`config.mk`:
```
export PLATFORM = sky130hd
export DESIGN_NAME = bus_master_port
export DESIGN_NICKNAME = d
export VERILOG_FILES = /design/src/rtl/bus_master_port.sv
export SDC_FILE = /design/constraint.sdc
export NUM_CORES = 1
export LEC_CHECK = 0
export ABC_AREA = 0
export BUFFER_PORTS_ARGS = -buffer_cell sky130_fd_sc_hd__buf_2
export CORE_MARGIN = 1
export CORE_UTILIZATION = 30
export CTS_CLUSTER_DIAMETER = 30
export CTS_CLUSTER_SIZE = 20
export DETAILED_ROUTE_END_ITERATION = 8
export MAX_ROUTING_LAYER = met4
export SETUP_SLACK_MARGIN = 0.15
export SLEW_MARGIN = 20
export SYNTH_ARGS = -nofsm -noshare
export SYNTH_HDL_FRONTEND = slang
export SYNTH_SLANG_ARGS = --single-unit
```
`constraint.sdc`:
```
create_clock -name clk -period 5.79 [get_ports clk]
set_clock_uncertainty 0.15 [all_clocks]
set_input_delay 0.8685 -clock clk [delete_from_list [all_inputs] [get_ports clk]]
set_output_delay 0.8685 -clock clk [all_outputs]
set_load 0.05 [all_outputs]
```
`src/rtl/bus_master_port.sv`:
```
// Bus master port: takes one local command, requests the bus and, once granted,
// shifts address/write data out serially or collects serial read data.
module bus_master_port #(
    parameter int ADDR_WIDTH = 12,
    parameter int DATA_WIDTH = 8,
    parameter int TIMEOUT    = 255
) (
    input  logic                  clk,
    input  logic                  reset,
    input  logic                  cmd_valid,
    input  logic                  cmd_write,
    input  logic [ADDR_WIDTH-1:0] cmd_addr,
    input  logic [DATA_WIDTH-1:0] cmd_wdata,
    output logic                  cmd_ready,
    output logic                  rsp_valid,
    output logic                  rsp_error,
    output logic [DATA_WIDTH-1:0] rsp_rdata,
    output logic                  bus_request,
    input  logic                  bus_grant_in,
    output logic                  transaction_done,
    output logic                  bus_out,
    output logic                  bus_out_valid,
    output logic                  bus_mode,
    input  logic                  bus_in,
    input  logic                  bus_in_valid,
    input  logic                  slave_ready,
    output logic [2:0]            dbg_state
);

    localparam int MAXW  = (ADDR_WIDTH > DATA_WIDTH) ? ADDR_WIDTH : DATA_WIDTH;
    localparam int CNT_W = $clog2(MAXW + 1);
    localparam logic [CNT_W-1:0] ADDR_LAST = CNT_W'(ADDR_WIDTH - 1);
    localparam logic [CNT_W-1:0] DATA_LAST = CNT_W'(DATA_WIDTH - 1);
    localparam logic [CNT_W-1:0] CNT_ONE   = CNT_W'(1);
    localparam logic [15:0]      TO_LAST   = 16'(TIMEOUT - 1);

    typedef enum logic [2:0] {
        S_IDLE, S_REQUEST, S_ADDR, S_WDATA, S_WAIT_SLAVE, S_RDATA, S_DONE
    } state_t;

    state_t                           r_state;
    logic                             r_write;
    logic [ADDR_WIDTH+DATA_WIDTH-1:0] r_sh;
    logic [DATA_WIDTH-1:0]            r_data;
    logic [CNT_W-1:0]                 r_bit_cnt;
    logic [15:0]                      r_to_cnt;
    logic                             r_cmd_ready;
    logic                             r_rsp_valid;
    logic                             r_rsp_error;
    logic [DATA_WIDTH-1:0]            r_rsp_rdata;
    logic                             r_bus_request;
    logic                             r_transaction_done;
    logic                             r_bus_out;
    logic                             r_bus_out_valid;
    logic                             r_bus_mode;

    logic [DATA_WIDTH-1:0] w_rd_next;
    logic                  w_timed_out;

    // Read data arrives LSB first, so a right shift leaves bit 0 in place after DATA_WIDTH bits.
    assign w_rd_next   = {bus_in, r_data[DATA_WIDTH-1:1]};
    assign w_timed_out = (r_to_cnt == TO_LAST);

    always_ff @(posedge clk or negedge reset) begin
        if (!reset) begin
            r_state            <= S_IDLE;
            r_write            <= 1'b0;
            r_sh               <= '0;
            r_data             <= '0;
            r_bit_cnt          <= '0;
            r_to_cnt           <= '0;
            r_cmd_ready        <= 1'b1;
            r_rsp_valid        <= 1'b0;
            r_rsp_error        <= 1'b0;
            r_rsp_rdata        <= '0;
            r_bus_request      <= 1'b0;
            r_transaction_done <= 1'b0;
            r_bus_out          <= 1'b0;
            r_bus_out_valid    <= 1'b0;
            r_bus_mode         <= 1'b0;
        end else begin
            r_rsp_valid        <= 1'b0;
            r_rsp_error        <= 1'b0;
            r_transaction_done <= 1'b0;
            case (r_state)
                S_IDLE: begin
                    if (cmd_valid) begin
                        r_write       <= cmd_write;
                        r_sh          <= {cmd_wdata, cmd_addr};
                        r_cmd_ready   <= 1'b0;
                        r_bus_request <= 1'b1;
                        r_state       <= S_REQUEST;
                    end
                end
                S_REQUEST: begin
                    if (bus_grant_in) begin
                        r_state         <= S_ADDR;
                        r_bit_cnt       <= '0;
                        r_bus_out_valid <= 1'b1;
                        r_bus_mode      <= r_write;
                        r_bus_out       <= r_sh[0];
                        r_sh            <= r_sh >> 1;
                    end
                end
                S_ADDR, S_WDATA, S_WAIT_SLAVE, S_RDATA: begin
                    if (!bus_grant_in) begin
                        // Grant lost: abandon without transaction_done, report error next cycle.
                        r_state         <= S_IDLE;
                        r_cmd_ready     <= 1'b1;
                        r_bus_request   <= 1'b0;
                        r_bus_out_valid <= 1'b0;
                        r_bus_out       <= 1'b0;
                        r_bus_mode      <= 1'b0;
                        r_rsp_valid     <= 1'b1;
                        r_rsp_error     <= 1'b1;
                    end else if ((r_state == S_ADDR && r_bit_cnt == ADDR_LAST && !r_write) ||
                                 (r_state == S_WDATA && r_bit_cnt == DATA_LAST)) begin
                        r_state         <= (r_state == S_ADDR) ? S_RDATA : S_WAIT_SLAVE;
                        r_bit_cnt       <= '0;
                        r_to_cnt        <= '0;
                        r_bus_out_valid <= 1'b0;
                        r_bus_out       <= 1'b0;
                        r_bus_mode      <= 1'b0;
                    end else if (r_state == S_ADDR || r_state == S_WDATA) begin
                        r_bus_out <= r_sh[0];
                        r_sh      <= r_sh >> 1;
                        if (r_state == S_ADDR && r_bit_cnt == ADDR_LAST) begin
                            r_state   <= S_WDATA;
                            r_bit_cnt <= '0;
                        end else begin
                            r_bit_cnt <= r_bit_cnt + CNT_ONE;
                        end
                    end else if ((r_state == S_WAIT_SLAVE && slave_ready) ||
                                 (r_state == S_RDATA && bus_in_valid && r_bit_cnt == DATA_LAST) ||
                                 (!(r_state == S_RDATA && bus_in_valid) && w_timed_out)) begin
                        r_state            <= S_DONE;
                        r_bus_request      <= 1'b0;
                        r_transaction_done <= 1'b1;
                        r_rsp_valid        <= 1'b1;
                        if (r_state == S_RDATA && bus_in_valid) begin
                            r_data      <= w_rd_next;
                            r_rsp_rdata <= w_rd_next;
                            r_rsp_error <= 1'b0;
                        end else begin
                            r_rsp_error <= !(r_state == S_WAIT_SLAVE && slave_ready);
                        end
                    end else if (r_state == S_RDATA && bus_in_valid) begin
                        r_data    <= w_rd_next;
                        r_to_cnt  <= '0;
                        r_bit_cnt <= r_bit_cnt + CNT_ONE;
                    end else begin
                        r_to_cnt <= r_to_cnt + 16'd1;
                    end
                end
                S_DONE: begin
                    r_state     <= S_IDLE;
                    r_cmd_ready <= 1'b1;
                end
                default: begin
                    r_state     <= S_IDLE;
                    r_cmd_ready <= 1'b1;
                end
            endcase
        end
    end

    assign cmd_ready        = r_cmd_ready;
    assign rsp_valid        = r_rsp_valid;
    assign rsp_error        = r_rsp_error;
    assign rsp_rdata        = r_rsp_rdata;
    assign bus_request      = r_bus_request;
    assign transaction_done = r_transaction_done;
    assign bus_out          = r_bus_out;
    assign bus_out_valid    = r_bus_out_valid;
    assign bus_mode         = r_bus_mode;
    assign dbg_state        = r_state;

endmodule

```
==> reports/qor.txt <==
initial detailed-routing violation count: 162
Avg Cell Area, Syn: 11.0 µm²
failing checks: DRC
final net count: 406
vias after detailed routing: 2,693
Max Slew Vio Count: 0
top cell type's share of synthesized area: 0.455
Inserted Clock Buffers: 9
# Max-Cap Violations: 0
Worst Tran Pin Value: 1.00 ns
P&R area growth vs syn: 17.4%
fillcell total: 1,136
most common cell in the synthesized netlist: dfrtp_1
CTS tree: built
critical path capture point type: flip-flop
met2 routed WL: 3780 µm
clock slew at reported path FFs: 0.06 ns
Clock Sinks: 67
Final Cycle Share: 0.533
highest routed layer: met4
worst vdd ir: 223 µV
Worst EP arrival: 3.14 ns
Synth warnings: 0
1st-pass router iterations: 6
I/O pin cnt: 47
CTS max path bufs: 2
Die X: 112 µm
post-cts resize count: 0
H-tree depth: 3
die area: 12,500 µm²
Startpoint Class: flip-flop
post-route cell area: 4260 µm²
global-route wire length before repair: 13,400 µm
met3 WL: 397 µm
Core Rows: 39
top_reg_cell synth: dfrtp_1
hold slack: 0.326 ns
vias in the first global route: 2,650
Post-synth top cells: dfrtp_1, mux2_1, nand2_1
Setup Fix Bufs, Post-CTS: 0
Peak Freq: 324 MHz
core area: 11,600 µm²
asr flop ratio synth: 1.00
routed length per instance: 15.1 µm
Tmin final: 3.09 ns
setup ws final: 2.70 ns
Hold-fix buffers, CTS: 0
Crit Path Max Fanout: 14
Req. time, crit path: 5.84 ns
number of enable flip-flop cells after synthesis: 0
largest area contributor in the netlist: dfrtp_1
DRT met1 WL: 3560 µm
synth top area cells: dfrtp_1, mux2_1, mux2_2
Die H: 112 µm
CTS root buffer: clkbuf_16
Hold Vio Cnt, Final: 0
Post-Route WL: 7810 µm
Synth Net Count: 364
largest net degree at the start of global routing: 68
Synth Cell Area: 3630 µm²
Gate Count Post-Synth: 329
Synth cell types: 58
initial antenna violation count: 0
register area share after synthesis: 0.462
FF+latch area: 1680 µm²
RSZ-0062 raised after global routing: no
layout cells sized above 1: 0.256
DP HPWL: 5590 µm
pre-CTS WS: 2.68 ns
initial core utilization: 0.313
# DRC: 9
Overflow after GRT: 0
port buffer count: 46
multi-input logic area: 1840 µm²
final setup violation count: 0
overall power: 2.28 mW
CP Class: reg2reg
antenna diode count: 0
Setup TNS: 0 ns
area of placed instances: 3980 µm²
Hold/Removal Path Class: reg2reg
Final ANT Viol Nets: 0
max_slew headroom: 0.331
RePlAce Congestion: 0.774
outcome: finished, violations left
Leak: 1.95 nW
Yosys reg bits: 67
aggregate global-route resource usage: 0.139
PD cells: 536 nW/µm²
vias per cell: 5.20
Clock Latency Late Sink: 0.32 ns
[sequential cells by signal (all words and copies together), names as in the netlist, 3 cells and up]
signal / flops
r_sh: 20
r_data: 7
r_to_cnt: 16
rsp_rdata: 8
dbg_state: 3
r_bit_cnt: 4
[critical path, stage by stage (launching register included)]
cell      delay, ns
dfrtp_1        0.58
inv_1          0.09
ha_1           0.48
nand2b_1       0.41
a21oi_1        0.86
mux2_1         0.39
[metrics by stage]
stage,utilization,cells
2_1_floorplan,-,329
3_3_place_gp,0.342,503
3_5_place_dp,0.342,503
4_1_cts,0.367,518
5_1_grt,0.367,518
6_report,0.367,518
[path summary, 6_finish.rpt]
kind | start | end | slack [ns] | depth (start not counted)
max | dbg_state[1] | r_to_cnt[1] | 2.70 | 5
min | rsp_rdata[4] | rsp_rdata[4] | 0.33 | 1
max reg2reg | dbg_state[1] | r_to_cnt[1] | 2.70 | 5
min reg2reg | rsp_rdata[4] | rsp_rdata[4] | 0.33 | 1
max in group asynchronous | reset | r_write | 4.35 | 2
min in group asynchronous | reset | r_sh[7] | 0.59 | 2
[cells in the final DEF (no fill, tap or decap), types with 3 or more instances in the layout]
| cell | instances |
|---|---|
| nand4_1 | 3 |
| nand2b_1 | 7 |
| nor3_1 | 6 |
| a41oi_1 | 3 |
| nor2_1 | 12 |
| o211ai_1 | 3 |
| ha_1 | 7 |
| buf_2 | 46 |
| nand3_1 | 10 |
| o21ai_1 | 8 |
| and4_1 | 3 |
| inv_1 | 8 |
| a21oi_1 | 16 |
| mux2_2 | 19 |
| mux2_1 | 40 |
| nor2b_1 | 3 |
| dfrtp_1 | 66 |
| clkbuf_16 | 9 |
| and3b_1 | 3 |
| a31oi_1 | 11 |
| a21o_1 | 3 |
| mux2i_1 | 4 |
| or3_1 | 4 |
| nand2_1 | 23 |
| o21ai_0 | 10 |
| nor4_1 | 4 |
[layout make-up]
class                      count  share of cell area
clock inverter                 5              0.0129
multi-input combinational    237               0.433
sequential                    67               0.394
inverter                       8             0.00705
tap                          143              0.0420
timing repair buffer          48              0.0576
clock buffer                  10              0.0537
[per-layer routing]
| metal | GRT usage | vias up |
|---|---|---|
| met5 | - | - |
| met4 | 0.0489 | 0 |
| met3 | 0.0348 | 6 |
| met2 | 0.218 | 65 |
| met1 | 0.174 | 1312 |
| li1 | - | 1310 |
[logic make-up (layout without fill, tap and decap cells)]
kind of cell | Yosys count | in the layout | share of synthesized area
fa+ha+maj | 7 | 7 | 0.0241
buf+inv | 25 | 71 | 0.0321
compound gates | 67 | 67 | 0.124
simple gates | 100 | 100 | 0.163
mux | 63 | 63 | 0.194
flops | 67 | 67 | 0.462
[report_power, final]
part | leakage [nW] | internal (mW) | switching, mW
sequential | 0.851 | 0.618 | 0.127
combinational | 0.962 | 0.448 | 0.566
clock | 0.134 | 0.329 | 0.194
total | 1.95 | 1.40 | 0.887
Power figures use the tool's default switching activity.
